[config.mk]
export PLATFORM = sky130hd
export DESIGN_NAME = ddr_maint_responder
export DESIGN_NICKNAME = d
export VERILOG_FILES = /design/src/rtl/ddr_maint_responder.sv
export SDC_FILE = /design/constraint.sdc
export NUM_CORES = 1
export LEC_CHECK = 0
export CELL_PAD_IN_SITES_DETAIL_PLACEMENT = 1
export CELL_PAD_IN_SITES_GLOBAL_PLACEMENT = 1
export CORE_ASPECT_RATIO = 0.6
export CORE_MARGIN = 4
export CORE_UTILIZATION = 39
export CTS_BUF_LIST = sky130_fd_sc_hd__clkbuf_8
export DETAILED_ROUTE_END_ITERATION = 16
export DONT_BUFFER_PORTS = 1
export PLACE_DENSITY = 0.71
export SYNTH_ARGS = -nofsm -noshare
export SYNTH_HDL_FRONTEND = slang
export SYNTH_SLANG_ARGS = --single-unit
export TNS_END_PERCENT = 30
[constraint.sdc]
create_clock -name clock_t -period 2.4 [get_ports clock_t]
set_input_delay 0.72 -clock clock_t [delete_from_list [all_inputs] [get_ports clock_t]]
set_output_delay 0.72 -clock clock_t [all_outputs]
set_load 0.02 [all_outputs]
[src/rtl/ddr_maint_responder.sv]
// Maintenance-handshake responder: gates host R/W traffic, drains in-flight bursts and
// sequences PREA/REF/MRS on the command bus. Define DDR_MAINT_STATS_EN to build refresh_cnt.
module ddr_maint_responder #(
  parameter int MRS_WIDTH       = 14,
  parameter int NUM_BANKS       = 16,
  parameter int MAX_OUTSTANDING = 15,
  parameter int T_RP            = 11,
  parameter int T_RFC           = 208,
  parameter int T_MOD           = 24
) (
  input  logic                 clock_t,
  input  logic                 reset_n,
  input  logic                 rw_proc,
  input  logic                 refresh_rdy,
  input  logic                 mrs_update_rdy,
  input  logic [MRS_WIDTH-1:0] mrs_update_cmd,
  input  logic                 rw_req_valid,
  output logic                 rw_req_ready,
  input  logic                 rw_issue,
  input  logic                 rw_done,
  input  logic [NUM_BANKS-1:0] bank_open,
  output logic                 rw_idle,
  output logic                 cmd_valid,
  output logic [1:0]           cmd_type,
  output logic [MRS_WIDTH-1:0] cmd_addr,
  output logic [1:0]           cmd_ba,
  output logic                 cnt_err,
  output logic [15:0]          refresh_cnt
);

  localparam int OW = $clog2(MAX_OUTSTANDING + 1);
  localparam logic [OW-1:0] MAX_OUT = OW'(MAX_OUTSTANDING);

  // Wait states leave on a count of 1, so loading N-1 puts the next command N cycles out.
  localparam logic [7:0] RP_LOAD  = 8'(T_RP - 1);
  localparam logic [7:0] RFC_LOAD = 8'(T_RFC - 1);
  localparam logic [7:0] MOD_LOAD = 8'(T_MOD - 1);

  if (T_RP > 255 || T_RFC > 255 || T_MOD > 255 || T_RP < 2 || T_RFC < 2 || T_MOD < 2)
  begin : g_bad_timing
    $error("ddr_maint_responder: T_RP/T_RFC/T_MOD must lie in 2..255");
  end

  typedef enum logic [3:0] {
    M_RUN, M_DRAIN, M_QUIET, M_PREA, M_TRP, M_REF, M_TRFC, M_MRS, M_TMOD
  } state_t;

  typedef enum logic [1:0] {CMD_NOP, CMD_PREA, CMD_REF, CMD_MRS} cmd_t;

  state_t                 state, next_state;
  logic [OW-1:0]          outstanding;
  logic                   ref_pend, mrs_pend;
  logic                   ref_clr, mrs_clr;
  logic [MRS_WIDTH-1:0]   mrs_cmd;
  logic [7:0]             wait_cnt;
  logic                   wait_load;
  logic [7:0]             load_val;

  // Host request handshake does not depend on valid; it is carried only for interface completeness.
  logic unused_req_valid;
  assign unused_req_valid = rw_req_valid;

  assign rw_req_ready = (state == M_RUN) && rw_proc && (outstanding < MAX_OUT);
  assign cmd_ba       = 2'b00;

  // NOTE: every output of this block gets a default first, so no path can infer a latch.
  always_comb begin
    next_state = state;
    wait_load  = 1'b0;
    load_val   = '0;
    ref_clr    = 1'b0;
    mrs_clr    = 1'b0;
    cmd_valid  = 1'b0;
    cmd_type   = CMD_NOP;
    cmd_addr   = '0;
    case (state)
      M_RUN:   if (!rw_proc) next_state = M_DRAIN;
      M_DRAIN: if (outstanding == '0) next_state = M_QUIET;
      M_QUIET: begin
        if (ref_pend || mrs_pend) begin
          if (|bank_open)    next_state = M_PREA;
          else if (ref_pend) next_state = M_REF;
          else               next_state = M_MRS;
        end else if (rw_proc) begin
          next_state = M_RUN;
        end
      end
      M_PREA: begin
        cmd_valid  = 1'b1;
        cmd_type   = CMD_PREA;
        wait_load  = 1'b1;
        load_val   = RP_LOAD;
        next_state = M_TRP;
      end
      M_TRP:   if (wait_cnt <= 8'd1) next_state = ref_pend ? M_REF : M_MRS;
      M_REF: begin
        cmd_valid  = 1'b1;
        cmd_type   = CMD_REF;
        ref_clr    = 1'b1;
        wait_load  = 1'b1;
        load_val   = RFC_LOAD;
        next_state = M_TRFC;
      end
      M_TRFC:  if (wait_cnt <= 8'd1) next_state = M_QUIET;
      M_MRS: begin
        cmd_valid  = 1'b1;
        cmd_type   = CMD_MRS;
        cmd_addr   = mrs_cmd;
        mrs_clr    = 1'b1;
        wait_load  = 1'b1;
        load_val   = MOD_LOAD;
        next_state = M_TMOD;
      end
      M_TMOD:  if (wait_cnt <= 8'd1) next_state = M_QUIET;
      default: next_state = M_RUN;
    endcase
  end

  // NOTE: state registers use non-blocking assignments so all flops update from pre-edge values.
  always_ff @(posedge clock_t) begin
    if (!reset_n) begin
      state    <= M_RUN;
      rw_idle  <= 1'b0;
      wait_cnt <= '0;
    end else begin
      state    <= next_state;
      rw_idle  <= !(next_state inside {M_RUN, M_DRAIN});
      if (wait_load)            wait_cnt <= load_val;
      else if (wait_cnt != '0)  wait_cnt <= wait_cnt - 8'd1;
    end
  end

  // Saturating in-flight counter; any illegal step latches cnt_err until reset.
  always_ff @(posedge clock_t) begin
    if (!reset_n) begin
      outstanding <= '0;
      cnt_err     <= 1'b0;
    end else begin
      case ({rw_issue, rw_done})
        2'b10: if (outstanding == MAX_OUT) cnt_err <= 1'b1;
               else outstanding <= outstanding + 1'b1;
        2'b01: if (outstanding == '0) cnt_err <= 1'b1;
               else outstanding <= outstanding - 1'b1;
        default: ;
      endcase
    end
  end

  // NOTE: the payload register is reset too, so cmd_addr can never expose a stale value after reset.
  always_ff @(posedge clock_t) begin
    if (!reset_n) begin
      ref_pend <= 1'b0;
      mrs_pend <= 1'b0;
      mrs_cmd  <= '0;
    end else begin
      // Clearing wins: a pulse landing on the command cycle is still the request being served.
      if (ref_clr)          ref_pend <= 1'b0;
      else if (refresh_rdy) ref_pend <= 1'b1;
      if (mrs_clr)             mrs_pend <= 1'b0;
      else if (mrs_update_rdy) mrs_pend <= 1'b1;
      if (mrs_update_rdy) mrs_cmd <= mrs_update_cmd;
    end
  end

`ifdef DDR_MAINT_STATS_EN
  always_ff @(posedge clock_t) begin
    if (!reset_n)            refresh_cnt <= '0;
    else if (state == M_REF) refresh_cnt <= refresh_cnt + 16'd1;
  end
`else
  assign refresh_cnt = '0;
`endif

endmodule
==> results of run 1 <==
[flip-flops by register name, summed over array words and instances, names as in the netlist]
name         cells
mrs_pend         1
rw_idle          1
ref_pend         1
cnt_err          1
mrs_cmd         14
outstanding      4
state            4
wait_cnt         8
[layer usage]
layer  vias to the layer above  routed length [um]
li1                        761                   -
met1                       698                2320
met2                        55                1880
met3                         7                 400
met4                         0                  51
met5                         -                   0
[kinds of logic after synthesis]
kind of cell	Yosys count
other cells	1
xor+xnor	8
fa+ha+maj	8
mux	17
flops	34
compound gates	29
simple gates	92
buf+inv	40
[area by class of cell]
cell class | instances | area, um^2 | share of cell area
inverter | 10 | 37.5 | 0.0174
tap | 63 | 78.8 | 0.0366
multi-input combinational | 172 | 1170 | 0.542
sequential | 34 | 681 | 0.316
timing repair buffer | 7 | 52.6 | 0.0244
clock inverter | 3 | 68.8 | 0.0319
clock buffer | 5 | 68.8 | 0.0319
[worst max-delay path, stage by stage (launching register included)]
cell and delay, ns:
dfxtp_1 0.51, and3b_1 0.21, buf_4 0.21, and3_1 0.32
[report_power, final]
| part | internal (mW) | switching, mW |
|---|---|---|
| combinational | 0.333 | 0.413 |
| clock | 0.416 | 0.225 |
| sequential | 0.662 | 0.108 |
| total | 1.41 | 0.746 |
[worst min path at each step]
| stage | startpoint | to | slack [ns] | cells past startpoint |
|---|---|---|---|---|
| final | outstanding[3] | outstanding[3] | 0.50 | 2 |
| after global routing | reset_n | wait_cnt[1] | 0.54 | 1 |
| after CTS | outstanding[3] | outstanding[3] | 0.50 | 2 |
| after detailed placement | outstanding[3] | outstanding[3] | 0.49 | 2 |
| after global placement | outstanding[3] | outstanding[3] | 0.47 | 2 |
| after floorplan | outstanding[3] | outstanding[3] | 0.46 | 2 |
[cell usage after synthesis (all sizes together)]
| library cell | n |
|---|---|
| nor4 | 8 |
| nor3b | 2 |
| or2b | 1 |
| nor2b | 19 |
| o221a | 2 |
| nand2b | 2 |
| nand3b | 4 |
| nor3 | 5 |
| o211ai | 2 |
| nor2 | 17 |
| xnor2 | 5 |
| buf | 20 |
| clkbuf | 10 |
| xor2 | 3 |
| or4b | 1 |
| o211a | 1 |
| and2 | 3 |
| dfxtp | 34 |
| o21ai | 4 |
| ha | 7 |
| inv | 10 |
| a221oi | 1 |
| nand2 | 6 |
| mux2i | 17 |
| a21o | 1 |
| and3 | 14 |
| fa | 1 |
| nand4bb | 1 |
| and4 | 2 |
| o21a | 4 |
| a31oi | 4 |
| a21oi | 7 |
| a211o | 1 |
| a211oi | 2 |
| nand3 | 4 |
| or4 | 1 |
| nor4b | 1 |
| conb | 1 |
| and3b | 1 |
==> impl_metrics.tcl, run 1 <==
set metrics [dict create \
    vias_per_cell 5.17 \
    wl_mm 4.64 \
    crit_type "reg -> out" \
    rrSetupSlack_ns 0.43 \
    setup_tns_ns 0 \
    n_fill_cell 576 \
    dp_worst_setup_slack_ns 0.283 \
    syn_area_mm2 0.00201 \
    setup_ws_ns 0.131 \
    grt_usage 0.145 \
    path_clk_slew_ns 0.08 \
    yosys_warnings 0 \
    ios 76 \
    drive_gt1_frac 0.0996 \
    period_minus_slack_ns 2.27 \
    cts_root_buf "clkbuf_8" \
    grt.met1_usage 0.208 \
    antenna_violating_nets_post_route 0 \
    powerDensity_mw_per_mm2 1000 \
    start_util 0.421 \
    place.detailed.hpwl_mm 3.43 \
    fp.dieArea_mm2 0.00641 \
    slew_headroom 0.628 \
    worst_skew_pair.late_latency_ns 0.29 \
    synth.area.top_cells "dfxtp_1 (34%), mux2i_1 (8.5%), buf_4 (6.7%), nor2b_1 (5.9%), and3_1 (4.4%)" \
    slew_viol_final 0 \
    rsz0062_at_grt "no" \
    max_freq_mhz 441 \
    holdWs_ns 0.496 \
    end_kind "output pin" \
    synth-seq-cells 34 \
    hold_viol_final 0 \
    cts_tree "done" \
    post_cts_resize_count 0 \
    peakVddDrop_v 0.000402 \
    crit_path_max_fanout 20 \
    synth_top_area_frac 0.338 \
    grt_pass1_vias 1425 \
    cp_data_required_time_ns 1.68 \
    crit_path_start_kind "register" \
    drc_errors 0 \
    nets 276 \
    antenna_found_initial 0 \
    postCtsHoldBufs 0 \
    synth_fa_ha_area_frac 0.0535 \
    met2_usage 0.198 \
    final_cells 294 \
    dpl-instance-area_mm2 0.00202 \
    layout_commonest_cell "dfxtp_1" \
    top_usage_layer "met1" \
    avgSynthCellArea_um2 8.79 \
    core_area_mm2 0.00478 \
    finalPower_mw 2.16 \
    htree_levels 2 \
    tightest_slew_ns 0.553 \
    r2r_end "wait_cnt[6]" \
    postLayoutCoreUtil 0.451 \
    ys_types 46 \
    ys_seq_area_frac 0.338 \
    synth_top_family_by_area "simple AND/OR/NAND/NOR gates" \
    rows 19 \
    numPortBuffers 0 \
    drv_cap 0 \
    wl_per_cell_um 15.8 \
    place_inst 286 \
    clkSinkCount 34 \
    fin_area_mm2 0.00216 \
    setup_viol 0 \
    use_met3 0.0507 \
    cts_made_buffers 5 \
    die_w_um 101 \
    hold_path.class "reg -> reg" \
    drt-initial-drc-count 30 \
    synth_compound_area_frac 0.0983 \
    die-height_um 63.6 \
    period_share 0.945 \
    status "complete, no violations" \
    synth_xor_area_frac 0.0348 \
    post_cts_buffers 0 \
    vias 1521 \
    gp_congestion 0.754 \
    most-common-layout-cells "dfxtp_1 (34), nor2b_1 (19), conb_1 (18), mux2i_1 (17), nor2_1 (16)" \
    cp-endpoint "cmd_addr[10]" \
    clockBufferDepth 2 \
    cp.arrival_ns 1.55 \
    grt_pass1_wl_mm 7.29 \
    grt.overflow.total 0 \
    synth_simple_gate_area_frac 0.276 \
    r2r-start "wait_cnt[2]" \
    syn_inst 229 \
    crit_start "state[0]" \
    yosys.area.top_type "dfxtp_1" \
    power_leakage_nw 0.975 \
    muxShareOfSynthArea 0.0846 \
    diodes 0 \
    r2r_cells 4 \
    dr.pass1.iters 2 \
    syn_to_final_growth_pct 7.15 \
    grt_max_degree 32 \
    skew_ns 0.00645 \
]
No activity file was read; power rests on OpenSTA's default activity.
==> run 2, diff against run 1 <==
Settings changed: ABC_AREA from default to 1, PLACE_DENSITY 0.71 to 0.74, RECOVER_POWER from default to 100.
==> impl_metrics.tcl, run 2 <==
set metrics [dict create \
    async_reset_ff_frac 0 \
    dr.pass1.iters 4 \
    clockBufferDepth 2 \
    crit_type "reg -> out" \
    cp_data_required_time_ns 1.68 \
    drt-initial-drc-count 53 \
    cts_tree "done" \
    die_w_um 102 \
    r2r-start "state[1]" \
    holdWs_ns 0.478 \
    peakVddDrop_v 0.000289 \
    antenna_violating_nets_post_route 0 \
    min_from "mrs_cmd[11]" \
    top_register "mrs_cmd" \
    most-common-layout-cells "nand2_1 (43), inv_1 (38), dfxtp_1 (34), a21oi_1 (31), nor2_1 (26)" \
    cpMostUsedCell "nor2_2" \
    setup_tns_ns 0 \
    p_switching_uw 777 \
    largest_reg_flops 14 \
    crit_chain "nand2_2, nor2_2, inv_4, nor2_2" \
    drive_gt1_frac 0.156 \
    fp.dieArea_mm2 0.00652 \
    slew_headroom 0.324 \
    htree_levels 2 \
    sw_frac_of_total 0.369 \
    cp_top_family "simple AND/OR/NAND/NOR gates" \
    wl_mm 5.10 \
    clkSinkCount 34 \
    setup_viol 0 \
    cp_slowest_cell "dfxtp_1" \
    powerDensity_mw_per_mm2 954 \
    yosys_warnings 0 \
    period_share 0.941 \
    diodes 0 \
    hold_path.class "reg -> reg" \
    ys_seq_area_frac 0.332 \
    numPortBuffers 0 \
    wl_per_cell_um 13.9 \
    postLayoutCoreUtil 0.434 \
    synth_top_area_frac 0.332 \
    hold_viol_final 0 \
    tightest_slew_ns 1.01 \
    start_util 0.403 \
    place.detailed.hpwl_mm 3.93 \
    whs_endpoint "mrs_cmd[11]" \
    grt_max_degree 29 \
    status "complete, no violations" \
    grt_pass1_wl_mm 8.23 \
    rsz0062_at_grt "no" \
    p_comb_frac 0.338 \
    period_minus_slack_ns 2.26 \
    postCtsHoldBufs 0 \
    antenna_found_initial 0 \
    end_kind "output pin" \
    clkPwrFrac 0.306 \
    slew_viol_final 0 \
    pwr-share-seq 0.356 \
    syn_inst 296 \
    die-height_um 64.2 \
    synth.area.top_cells "dfxtp_1 (33%), nand2_1 (7.9%), a21oi_1 (7.3%), nor2_1 (7.1%), inv_1 (6.8%)" \
    finalPower_mw 2.10 \
    vias_per_cell 4.75 \
    top_regs "mrs_cmd (14), wait_cnt (8)" \
    layout_commonest_cell "nand2_1" \
    grt.overflow.total 0 \
    r2r_cells 7 \
    drv_cap 0 \
    gp_congestion 0.805 \
    crit_path_max_fanout 16 \
    setup_ws_ns 0.141 \
    path_clk_slew_ns 0.08 \
    vias 1745 \
    post_cts_buffers 0 \
    synth_most_common_cell "nand2_1" \
    p_int_mw 1.33 \
    power_leakage_nw 0.982 \
    ios 76 \
    nets 346 \
    rrSetupSlack_ns 0.58 \
    crit_path_start_kind "register" \
    ys_types 33 \
    max_stage_delay_ns 0.48 \
    syn_to_final_growth_pct 7.69 \
    ys.flop_type "dfxtp_1" \
    worst_skew_pair.late_latency_ns 0.29 \
    syn_area_mm2 0.00205 \
    core_area_mm2 0.00508 \
    avgSynthCellArea_um2 6.92 \
    grt_usage 0.163 \
    cts_made_buffers 5 \
    r2r_end "wait_cnt[3]" \
    synth_edf_count 0 \
    grt_pass1_vias 1694 \
    rows 20 \
    synth-seq-cells 34 \
    skew_ns 0.00315 \
    dp_worst_setup_slack_ns 0.326 \
    yosys.area.top_type "dfxtp_1" \
    drc_errors 0 \
    cts_root_buf "clkbuf_8" \
    cp.arrival_ns 1.54 \
    holdPathStages 2 \
    synthTopCellsByCount "nand2_1 (43), nor2_1 (39), inv_1 (37), dfxtp_1 (34), a21oi_1 (30)" \
    path_buf_inv 1 \
    max_freq_mhz 443 \
]
[run 2: changes by cell type in the layout (fill, tap and decap cells not counted), moves of 17 or more]
cell,before,now
nor2_2,1,19
mux2i_1,17,0
a21oi_1,7,31
nand2_1,6,43
nor2b_1,19,0
o21ai_0,2,24
inv_1,7,38
[run 2: cell families (layout without fill, tap and decap cells)]
kind of cell	Yosys count	in the layout	share of synthesized area
other	1	18	0.00183
XOR/XNOR	5	5	0.0214
adder cells (fa/ha/maj)	8	8	0.0525
buffers and inverters	68	56	0.164
AO/OA/AOI/OAI	60	60	0.155
flip-flops	34	34	0.332
AND/OR/NAND/NOR	120	120	0.274
[run 2: layout make-up]
type,count,area [um^2]
inverters,45,176
well taps,66,82.6
fillers,668,2870
clock buffers,5,68.8
multi-input cells,211,1110
clock inverters,3,68.8
flip-flops and latches,34,681
repair buffers,3,18.8
[run 2: worst max-delay path by stage]
stage	startpoint	to	slack, ns	cells past startpoint
floorplan	state[1]	cmd_addr[10]	0.45	5
global placement	state[1]	cmd_addr[1]	0.35	4
detailed placement	state[1]	cmd_addr[7]	0.33	4
CTS	state[1]	cmd_addr[4]	-0.008	4
global route	state[1]	cmd_valid	0.04	4
finish	state[1]	cmd_addr[4]	0.14	4
[run 2: routing by layer]
| metal | up-vias | track usage | wire, um | part of all wire |
|---|---|---|---|---|
| met3 | 4 | 0.0578 | 367 | 0.072 |
| met1 | 791 | 0.240 | 2560 | 0.50 |
| met5 | - | 0 | 0 | 0 |
| met2 | 44 | 0.215 | 2120 | 0.42 |
| met4 | 0 | 0.0547 | 45 | 0.0088 |
| li1 | 906 | - | - | - |
[run 2: tightest hold or removal path: stages, from the launching register on]
cell and delay, ns:
dfxtp_1 0.30, inv_1 0.07, a21oi_1 0.06
[run 2: power by group through the flow]
stage	sequential, mW	combinational, mW	clock (mW)
after detailed placement	0.763	0.732	0
after global routing	0.764	0.816	0.690
after global placement	0.760	0.711	0
after CTS	0.751	0.742	0.663
final	0.749	0.712	0.644
after floorplan	0.739	0.628	0
[run 2: per-stage QoR]
step	area [um^2]	instances
finish	2210	367
CTS	2200	367
floorplan	2110	313
global placement	2060	359
global route	2210	367
detailed placement	2060	359
[run 2: repair_timing]
action | CTS | global route
hold endpoints to repair | 0 | 0
resized for setup | 1 | 18
endpoints found under the setup margin | 2 | 14
==> run 3, diff against run 2 <==
Settings changed: CELL_PAD_IN_SITES_GLOBAL_PLACEMENT 1 to 2, CORE_UTILIZATION 39 to 34, PLACE_DENSITY 0.74 to 0.83.
==> impl_metrics.tcl, run 3 (same netlist as run 2, synthesis figures left out) <==
set metrics [dict create \
    drt-initial-drc-count 70 \
    period_minus_slack_ns 2.31 \
    syn_to_final_growth_pct 5.25 \
    crit_path_start_kind "register" \
    start_util 0.359 \
    core_area_mm2 0.00570 \
    clockBufferDepth 2 \
    fp.dieArea_mm2 0.00737 \
    vias_per_cell 4.61 \
    wl_per_cell_um 13.1 \
    status "complete, no violations" \
    top_layer "met4" \
    gp_congestion 0.757 \
    die-height_um 68.1 \
    setup_viol 0 \
    ios 76 \
    tightest_slew_ns 0.627 \
    largest_reg_flops 14 \
    cts_tree "done" \
    powerDensity_mw_per_mm2 911 \
    layout_commonest_cell "nand2_1" \
    rows 21 \
    rsz0062_at_grt "yes" \
    period_share 0.961 \
    end_kind "output pin" \
    top_regs "mrs_cmd (14), wait_cnt (8)" \
    cts_root_buf "clkbuf_8" \
    fin_area_mm2 0.00216 \
    drive_gt1_frac 0.0993 \
    diodes 0 \
    dr.pass1.iters 4 \
    place.detailed.hpwl_mm 3.99 \
    grt.overflow.total 0 \
    final-seq-area_um2 681 \
    path_clk_slew_ns 0.07 \
    drc_errors 0 \
    power_leakage_nw 0.981 \
    top_register "mrs_cmd" \
    antenna_violating_nets_post_route 0 \
    peakVddDrop_v 0.000297 \
    grt_usage 0.144 \
    cp.arrival_ns 1.59 \
    max_freq_mhz 433 \
    crit_type "reg -> out" \
    holdWs_ns 0.456 \
    multiInputGateArea_mm2 0.00107 \
    die_w_um 108 \
    crit_path_max_fanout 16 \
    m1WireLength_mm 2.56 \
    vias 1762 \
    wl_met2_mm 2.06 \
    clkSinkCount 34 \
    cp_data_required_time_ns 1.68 \
    wl_mm 5.02 \
    worst_skew_pair.late_latency_ns 0.29 \
    htree_levels 2 \
    dpl-instance-area_mm2 0.00208 \
    skew_ns 0.0103 \
    grt_pass1_vias 1663 \
    slew_headroom 0.582 \
    grt_max_degree 24 \
    slew_viol_final 0 \
    grt_pass1_wl_mm 8.10 \
    drv_cap 0 \
    nets 347 \
    most-common-layout-cells "nand2_1 (44), nor2_1 (43), inv_1 (40), dfxtp_1 (34), a21oi_1 (30)" \
    wl_met3_um 342 \
    antenna_found_initial 0 \
    n_fill_cell 769 \
    numPortBuffers 0 \
    hold_viol_final 0 \
    cts_made_buffers 5 \
    hold_path.class "reg -> reg" \
]
==> run 3: cell count changes in the layout (fill, tap and decap cells not counted), sizes merged <==
cell,delta
clkinv,-1
bufinv,-1
buf,+1
inv,+2
==> run 3: per-stage QoR <==
step                cells  power, mW  worst slack, ns  TNS (ns)   util
floorplan             313       1.37            0.450         0      -
global route          382       2.14          -0.0686    -0.756  0.378
finish                382       1.97           0.0930         0  0.378
detailed placement    374       1.50            0.333         0  0.365
CTS                   382       2.02           0.0643         0  0.384
global placement      374       1.48            0.342         0  0.365
==> run 3: critical path: stages (launching register included) <==
cell and delay (ns):
dfxtp_1 0.46, nand2_2 0.10, nor2_1 0.22, inv_2 0.18, nor2_1 0.35
==> run 3: where the power goes <==
group	total [mW]	switching [mW]	internal [mW]
clock	0.499	0.198	0.302
combinational	0.721	0.469	0.253
sequential	0.745	0.0836	0.661
==> run 3: what timing repair did <==
| action | 4_1_cts | 5_1_grt |
|---|---|---|
| hold buffers | 0 | 0 |
| buffers inserted | 0 | 0 |
| resized for setup | 0 | 1 |
| hold endpoints to repair | 0 | 0 |
| endpoints found under the setup margin | 0 | 14 |
==> run 3: routing by layer <==
| layer | vias to the layer above | GRT usage |
|---|---|---|
| li1 | 905 | - |
| met1 | 801 | 0.202 |
| met2 | 51 | 0.208 |
| met3 | 5 | 0.0490 |
| met4 | 0 | 0.0425 |
| met5 | - | 0 |
==> run 3: worst paths after layout <==
check / start / to / slack, ns / cells after the start
worst max register to register: state[1] / wait_cnt[3] / 0.61 / 7
worst min-delay path: mrs_cmd[11] / mrs_cmd[11] / 0.46 / 2
worst min register to register: mrs_cmd[11] / mrs_cmd[11] / 0.46 / 2
worst max-delay path: state[1] / cmd_addr[11] / 0.09 / 4
==> run 3: area by class of cell <==
class | instances | area share
clock buffers | 5 | 0.0319
multi-input cells | 211 | 0.496
clock inverters | 3 | 0.0174
flip-flops and latches | 34 | 0.316
well taps | 80 | 0.0464
inverters | 45 | 0.0806
repair buffers | 4 | 0.0122
